## config.mk

```make
export PLATFORM = sky130hd
export DESIGN_NAME = newton_iter_invsqroot
export DESIGN_NICKNAME = d
export VERILOG_FILES = /design/src/rtl/newton_iter_invsqroot.sv
export SDC_FILE = /design/constraint.sdc
export NUM_CORES = 2
export LEC_CHECK = 0
export BUFFER_PORTS_ARGS = -buffer_cell sky130_fd_sc_hd__buf_2
export CORE_ASPECT_RATIO = 0.7
export CORE_MARGIN = 3
export CORE_UTILIZATION = 40
export CTS_CLUSTER_SIZE = 30
export DETAILED_ROUTE_END_ITERATION = 10
export GPL_TIMING_DRIVEN = 0
export PLACE_DENSITY_LB_ADDON = 0.12
export REMOVE_ABC_BUFFERS = 1
export SYNTH_ARGS = -nofsm -noshare
export SYNTH_HDL_FRONTEND = slang
export SYNTH_SLANG_ARGS = --single-unit
```

## constraint.sdc

```tcl
create_clock -name clk -period 23.8 [get_ports clk]
set_input_delay 1.19 -clock clk [delete_from_list [all_inputs] [get_ports clk]]
set_output_delay 1.19 -clock clk [all_outputs]
set_load 0.1 [all_outputs]
```

## src/rtl/newton_iter_invsqroot.sv

```systemverilog
`default_nettype none
// ============================================================================
// Module   : newton_iter_invsqroot
// Purpose  : Refines an initial inverse-square-root estimate y0 with ITER
//            Newton-Raphson steps y <- y*(1.5 - h*y*y), h = 0.5*x, using a
//            single shared truncating single-precision multiplier.
// Revision : 1.0 - initial release
// ============================================================================
module newton_iter_invsqroot #(
  parameter int ITER = 1
) (
  input  logic        clk,
  input  logic        rst,
  input  logic [31:0] DataIn,
  input  logic [31:0] Half_DataIN,
  input  logic        valid_in,
  output logic        ready_in,
  output logic [31:0] DataOut,
  output logic        valid_out,
  input  logic        ready_out
);

  localparam logic [2:0]  ITER_C   = 3'(ITER);
  localparam logic [31:0] C_NAN    = 32'h7FC0_0000;
  localparam logic [31:0] C_INF    = 32'h7F80_0000;
  localparam logic [31:0] C_ONE_P5 = 32'h3FC0_0000;

  typedef enum logic [2:0] {
    S_IDLE = 3'd0,
    S_SQ   = 3'd1,
    S_MULH = 3'd2,
    S_SUB  = 3'd3,
    S_MULY = 3'd4,
    S_OUT  = 3'd5
  } state_t;

  state_t      state_q, state_d;
  logic [1:0]  iter_q, iter_d;
  logic [31:0] y_q, y_d;       // current estimate
  logic [31:0] h_q, h_d;       // 0.5*x
  logic [31:0] t_q, t_d;       // scratch: holds s, then t, then u
  logic [31:0] dout_q, dout_d;

  logic        xfer;
  logic        byp;
  logic [31:0] byp_val;
  logic [2:0]  iter_next;

  logic [31:0] mul_a, mul_b, mul_r;
  logic [47:0] prod;
  logic [9:0]  esum, ebias;

  logic [23:0] sub_al, sub_diff, sub_norm;
  logic [4:0]  sub_msb;
  logic [31:0] sub_r;

  logic        unused_bits;

  assign ready_in  = (state_q == S_IDLE) || ((state_q == S_OUT) && ready_out);
  assign xfer      = valid_in && ready_in;
  assign valid_out = (state_q == S_OUT);
  assign DataOut   = dout_q;
  assign iter_next = {1'b0, iter_q} + 3'd1;

  // Negative h yields NaN; zero/denormal or Inf/NaN h passes y0 straight through.
  assign byp     = Half_DataIN[31] || (Half_DataIN[30:23] == 8'h00) || (Half_DataIN[30:23] == 8'hFF);
  assign byp_val = Half_DataIN[31] ? C_NAN : DataIn;

  // Shared multiplier: y*y in SQ, h*s in MULH, y*u in MULY; operands with a zero exponent are treated as zero.
  always_comb begin
    mul_a = (state_q == S_MULH) ? h_q : y_q;
    mul_b = (state_q == S_SQ)   ? y_q : t_q;
    prod  = 48'({1'b1, mul_a[22:0]}) * 48'({1'b1, mul_b[22:0]});
    esum  = {2'b00, mul_a[30:23]} + {2'b00, mul_b[30:23]} + {9'd0, prod[47]};
    ebias = esum - 10'd127;
    mul_r = 32'h0000_0000;
    if ((mul_a[30:23] == 8'h00) || (mul_b[30:23] == 8'h00) || (esum <= 10'd127)) begin
      mul_r = 32'h0000_0000;
    end else if (ebias >= 10'd255) begin
      mul_r = C_INF;
    end else begin
      mul_r = {mul_a[31] ^ mul_b[31], ebias[7:0], prod[47] ? prod[46:24] : prod[45:23]};
    end
  end

  // u = 1.5 - t with t aligned (truncated) to exponent 127, then renormalised.
  always_comb begin
    sub_al   = {1'b1, t_q[22:0]} >> (8'd127 - t_q[30:23]);
    sub_diff = 24'hC0_0000 - sub_al;
    sub_msb  = 5'd0;
    for (int i = 0; i < 24; i++) begin
      if (sub_diff[i]) sub_msb = 5'(i);
    end
    sub_norm = sub_diff << (5'd23 - sub_msb);
    sub_r    = 32'h0000_0000;
    if (t_q[30:23] == 8'h00) begin
      sub_r = C_ONE_P5;
    end else if (t_q[30:23] >= 8'd128) begin
      sub_r = 32'h0000_0000;
    end else if (sub_al >= 24'hC0_0000) begin
      sub_r = 32'h0000_0000;
    end else begin
      sub_r = {1'b0, 8'd104 + {3'b000, sub_msb}, sub_norm[22:0]};
    end
  end

  assign unused_bits = ^{prod[22:0], sub_norm[23], t_q[31]};

  // Next-state and datapath-update logic.
  always_comb begin
    state_d = state_q;
    iter_d  = iter_q;
    y_d     = y_q;
    h_d     = h_q;
    t_d     = t_q;
    dout_d  = dout_q;
    case (state_q)
      S_IDLE, S_OUT: begin
        if ((state_q == S_OUT) && ready_out) state_d = S_IDLE;
        if (xfer) begin
          y_d    = DataIn;
          h_d    = Half_DataIN;
          t_d    = 32'h0000_0000;
          iter_d = 2'd0;
          if (byp) begin
            dout_d  = byp_val;
            state_d = S_OUT;
          end else begin
            state_d = S_SQ;
          end
        end
      end
      S_SQ: begin
        t_d     = mul_r;
        state_d = S_MULH;
      end
      S_MULH: begin
        t_d     = mul_r;
        state_d = S_SUB;
      end
      S_SUB: begin
        t_d     = sub_r;
        state_d = S_MULY;
      end
      S_MULY: begin
        y_d    = mul_r;
        iter_d = iter_next[1:0];
        if (iter_next < ITER_C) begin
          state_d = S_SQ;
        end else begin
          dout_d  = mul_r;
          state_d = S_OUT;
        end
      end
      default: state_d = S_IDLE;
    endcase
  end

  // State and datapath registers with synchronous active-low reset.
  always_ff @(posedge clk) begin
    if (!rst) begin
      state_q <= S_IDLE;
      iter_q  <= 2'd0;
      y_q     <= 32'h0000_0000;
      h_q     <= 32'h0000_0000;
      t_q     <= 32'h0000_0000;
      dout_q  <= 32'h0000_0000;
    end else begin
      state_q <= state_d;
      iter_q  <= iter_d;
      y_q     <= y_d;
      h_q     <= h_d;
      t_q     <= t_d;
      dout_q  <= dout_d;
    end
  end

endmodule
`default_nettype wire
```

Yosys cells after proc, flatten, opt, wreduce, memory -nomap -nowiden
Cells that the tools add are included.
{"block": "classes", "addsub": 8, "multipliers": 1, "order_cmp": 5, "n_eq_ne": 10, "shifts": 2, "n_mux": 47, "n_bitwise": 1, "n_reduce_logical": 20}
{"op": "two-way mux 32 bit", "count": 10}
{"op": "one-hot mux 32 bit (2 select lines)", "count": 2}
{"op": "two-way mux 5 bit", "count": 22}
{"op": "one-hot mux 32 bit (3 select lines)", "count": 1}
{"op": "two-way mux 31 bit", "count": 3}
{"op": "multiplier 24 x 24 -> 48 bit", "count": 1}
{"op": "zero test 8 bit", "count": 4}
{"op": "greater-or-equal comparator 24 bit, second input constant", "count": 1}
{"op": "<< shifter 24 x 5 -> 23 bit", "count": 1}
{"op": ">> shifter 24 x 8 -> 24 bit", "count": 1}
{"op": "subtractor 24 bit, first input constant", "count": 1}
{"op": "two-way mux 23 bit", "count": 1}
{"op": "one-hot mux 3 bit (5 select lines)", "count": 1}
{"op": "two-way mux 3 bit", "count": 4}
{"op": "adder 9 x 1 -> 10 bit", "count": 1}
{"op": "greater-or-equal comparator 10 x 8 -> 1 bit, second input constant", "count": 1}
{"op": "less-or-equal comparator 10 x 7 -> 1 bit, second input constant", "count": 1}
{"op": "subtractor 10 x 7 -> 10 bit, second input constant", "count": 1}
{"op": "adder 8 x 8 -> 9 bit", "count": 1}
{"op": "adder 7 x 5 -> 8 bit, first input constant", "count": 1}
{"op": "equality test 8 bit, second input constant", "count": 1}
{"op": "greater-or-equal comparator 8 bit, second input constant", "count": 1}
{"op": "subtractor 7 x 8 -> 8 bit, first input constant", "count": 1}
{"op": "equality test 3 x 2 -> 1 bit, second input constant", "count": 2}
{"op": "other kinds (19)", "count": 30}
{"block": "word_totals", "regBits": 133, "out_inout_bits": 34, "word_cells": 100}

Depth between registers and ports, before layout
{"block": "logic_depth", "depth_word": 32, "ltp_mapped": 56, "depth_no_buf": 50}

Worst setup path after synthesis
No wires, ideal clock.
{"block": "synth_timing", "path_type": "register to register", "start": "register state_q[2]", "end": "register dout_q[21] (netlist: DataOut[21])", "setup_time_ns": 0.132, "t_arrival_ns": 13.093, "path_slack_ns": 10.575, "stages_incl_launch_ff": 51, "cell_sequence": "dfxtp_1 > buf_2 > nor3b_4 > clkbuf_1 > clkbuf_1 > buf_1 > mux2_2 > clkinv_1 > buf_1 > nor2_1 > fa_1 > inv_1 > fa_1 > inv_1 > fa_1 > fa_1 > fa_1 > fa_1 > (+15 left out) > nor3_4 > nor2_4 > inv_2 > fa_1 > fa_1 > a21o_1 > a21oi_1 > xnor2_1 > or4bb_1 > or4b_2 > o211a_1 > nand2b_1 > clkbuf_1 > nand2b_1 > clkbuf_1 > a21oi_1 > a21oi_1 > a21oi_1"}
{"block": "synth_via", "elab_chain_len": 10, "word_cells_on_any_way": 31, "classes_between": "add/sub (3); mul (1); order compare (2); eq/ne (7); mux (7); reduce/logical (11)"}
{"item": "from (decl)", "line": "37", "rtl": "state_t state_q, state_d;"}
{"item": "from (signal assigned)", "line": "169", "rtl": "state_q <= state_d;"}
{"item": "equality test 3 x 2 -> 1 bit or equality test 3 x 1 -> 1 bit (tied branches)", "line": "71, 72"}
{"item": "two-way mux 32 bit, on equally long branches", "line": "71, 72"}
{"item": "multiplier 24 x 24 -> 48 bit or adder 8 x 8 -> 9 bit (tied branches)", "line": "73, 74"}
{"item": "adder 9 x 1 -> 10 bit", "line": "74", "rtl": "esum = {2'b00, mul_a[30:23]} + {2'b00, mul_b[30:23]} + {9'd0, prod[47]};"}
{"item": "subtractor 10 x 7 -> 10 bit", "line": "75", "rtl": "ebias = esum - 10'd127;"}
{"item": "greater-or-equal comparator 10 x 8 -> 1 bit", "line": "79", "rtl": "end else if (ebias >= 10'd255) begin"}
{"item": "two-way mux 32 bit", "line": "79"}
{"item": "two-way mux 32 bit", "line": "77", "rtl": "if ((mul_a[30:23] == 8'h00) || (mul_b[30:23] == 8'h00) || (esum <= 10'd127)) begin"}
{"item": "two-way mux 32 bit", "line": "148", "rtl": "if (iter_next < ITER_C) begin"}
{"item": "one-hot mux 32 bit (2 select lines)", "line": "117", "rtl": "case (state_q)"}
{"item": "to (signal assigned)", "line": "174", "rtl": "dout_q <= dout_d;"}
{"item": "to (decl)", "line": "42", "rtl": "logic [31:0] dout_q, dout_d;"}
Parallel ways exist; a longest one is shown, timed or not. The select of a mux whose other input is x is not followed.
A chain may end at the register's enable or synchronous reset.

Worst setup path in the final report
{"block": "layout_timing", "start": "register state_q[0]", "end": "register dout_q[20] (netlist: DataOut[20])"}
The elaborated chain is that of the path after synthesis.

==> results.sh <==
export IMPL_async_reset_ff_share_pct=0
export IMPL_worst_slew_pin_slew_ps=1378
export IMPL_syn_area_um2=28540
export IMPL_cap_violations=0
export IMPL_hp_class="register to register"
export IMPL_skew_ps=18.23
export IMPL_rr_startpoint="state_q[0]"
export IMPL_synth_ff_type="dfxtp_1"
export IMPL_yosysWarnings=0
export IMPL_initial_utilization_pct=40.64
export IMPL_synth_adder_area_share_pct=41.77
export IMPL_fillCellCount=7006
export IMPL_seqCellArea_um2=2626
export IMPL_mostFrequentLayoutCells="inv_1 (567), nand2_1 (506), fa_1 (483)"
export IMPL_area_growth_pct=7.076
export IMPL_cpMaxStageDelayCell="clkinv_1"
export IMPL_arrival_ps=17970
export IMPL_cts_sinks=131
export IMPL_clk_insertion_delay_late_ps=460
export IMPL_antenna_found_initial=1
export IMPL_min_period_ps=17590
export IMPL_cts_buffer_depth=2
export IMPL_multi_input_area_um2=23070
export IMPL_reg2regPathDepth=46
export IMPL_htree_levels=4
export IMPL_vias=24960
export IMPL_whs_ps=450.0
export IMPL_detail_route_antenna_nets=0
export IMPL_via_per_inst=5.719
export IMPL_worstPathMaxFanout=20
export IMPL_tritoncts="yes"
export IMPL_final_common_cell="inv_1"
export IMPL_setup_violations=0
export IMPL_leakagePower_nw=13.74
export IMPL_grt_total_usage_pct=28.44
export IMPL_gp_congestion=0.9554
export IMPL_p_total_w=0.001096
export IMPL_synth_compound_area_share_pct=13.85
export IMPL_crit_top_cell="fa_1"
export IMPL_syn_inst=3432
export IMPL_cts_made_buffers=17
export IMPL_reg2reg_slack_ps=6210
export IMPL_wirelength_mm=106.6
export IMPL_timing_rr_end="DataOut[20]"
export IMPL_die_y_um=229.5
export IMPL_syn_area_per_cell_um2=8.316
export IMPL_powerDensity_nw_per_um2=35.85
export IMPL_drt_initial_drc_count=2415
export IMPL_cts_root_buf="clkbuf_16"
export IMPL_drv_slew=0
export IMPL_nets=4127
export IMPL_slowest_delay_ps=1130
export IMPL_synth_cell_types=114
export IMPL_place_hpwl_mm=86.53
export IMPL_cts_setup_buffers=0
export IMPL_synth_xor_area_share_pct=1.377
export IMPL_critPathRequiredTime_ps=24180
export IMPL_grt_pass1_wl_mm=160.3
export IMPL_tns_ps=0
export IMPL_grt_pass1_vias=25220
export IMPL_crit_path_end_kind="register"
export IMPL_die_area_um2=74640
export IMPL_hold_violations=0
export IMPL_crit_type="register to register"
export IMPL_rows=81
export IMPL_core_area_um2=70230
export IMPL_rsz0062_at_grt="no"
export IMPL_synth_top_family_by_area="adder cells"
export IMPL_drive_gt1_share_pct=9.328
export IMPL_drc_errors=0
export IMPL_final_period_utilization_pct=73.92
export IMPL_status="finished, final reports clean"
export IMPL_peakVddDrop_mv=0.04172
export IMPL_pin_count=102
export IMPL_synth_edff_count=0
export IMPL_synth_seq_cells=131
export IMPL_clkTransAtPathRegs_ps=60
export IMPL_wl_per_cell_um=24.41
export IMPL_cts_hold_buf=0
export IMPL_cp_start_kind="register"
export IMPL_max_freq_mhz=56.84
export IMPL_min_to="h_q[21]"
export IMPL_die_width_um=325.3
export IMPL_overflow=0
export IMPL_first_pass_iters=6
export IMPL_grt_max_degree=67
export IMPL_hp_start="h_q[21]"
export IMPL_seq_area_frac_synth_pct=9.189
export IMPL_muxShareOfSynthArea_pct=6.388
export IMPL_post_cts_resized=0
export IMPL_min_path_cells=2
export IMPL_synthSimpleGateAreaFrac_pct=16.95
export IMPL_relSlewSlack_pct=5.504
export IMPL_portBuffers=101
-- registers in the layout, summed over array words and instances, names as in the netlist --
register and count:
DataOut 32, h_q 32, t_q 32, y_q 32, state_q 3
-- synth_stat cells (all sizes together) (27+ instances only) --
cell    number  area, um2
dfxtp      131       2623
buf         45      266.5
a31oi       27      190.2
fa         483       9669
nor3        34      224.0
mux2i       97      970.9
ha         180       2252
nand2      507       1903
inv        576       2162
clkbuf     134      503.0
a211oi      35      267.8
mux2        60      694.4
o21ai       97      493.0
a21oi      157      800.8
nor2       345       1310
nand3       38      207.7
-- layout make-up --
type,count,share of cell area (%)
Tap cell,954,3.906
Antenna cell,2,0.01638
Multi-Input combinational cell,2531,75.50
Clock inverter,12,0.3931
Timing Repair Buffer,124,2.833
Inverter,591,7.267
Clock buffer,20,1.494
Sequential cell,131,8.594
-- metal layers --
layer | vias up | wire [um] | global-route usage (%)
met3 | 84 | 11330 | 8.618
met2 | 1107 | 42280 | 39.04
met5 | - | 0 | 0
met1 | 12740 | 51620 | 44.00
met4 | 0 | 1349 | 4.406
li1 | 11030 | - | -
-- report_power, final --
part | total, W | switching [W] | internal [W] | leakage, nW
clock network | 0.000273 | 0.000122 | 0.000151 | 0.272
registers | 0.000272 | 0.0000286 | 0.000244 | 1.07
logic | 0.000550 | 0.000395 | 0.000155 | 12.4
-- through the flow --
stage               setup slack [ps]  std cells  utilization (%)  area (um2)
floorplan                       9861       3253                -       27770
global placement                3622       4308            41.96       29470
detailed placement              6554       4330            42.67       29970
CTS                             6467       4362            43.49       30550
global route                    5232       4363            43.50       30550
finish                          6207       4365            43.51       30560
-- worst max-delay path: cells and delay by family (launching register included) --
kind,cells,cell delay (ps)
and+or+nand+nor,9,3800
xor gates and xnor gates,1,200
muxes,1,1090
buffers and inverters,7,2000
adders and majority gates,10,4370
DFF,1,660
AOI/OAI and AO/OA,18,5350
-- how the worst max path moves through the flow --
stage	startpoint	to	slack, ps	cells after the start
2_1_floorplan	state_q[1]	DataOut[20]	9860	43
3_3_place_gp	state_q[1]	DataOut[20]	3620	44
3_5_place_dp	state_q[0]	DataOut[20]	6550	46
4_1_cts	state_q[0]	DataOut[20]	6470	46
5_1_grt	state_q[0]	DataOut[20]	5230	46
6_report	state_q[0]	DataOut[20]	6210	46
-- kinds of logic after synthesis --
family                     Yosys count
AOI/OAI and AO/OA                  565
xor gates and xnor gates            44
adders and majority gates          663
buffers and inverters              770
DFF                                131
muxes                              164
and+or+nand+nor                   1095
(Power assumes the default switching activity.)
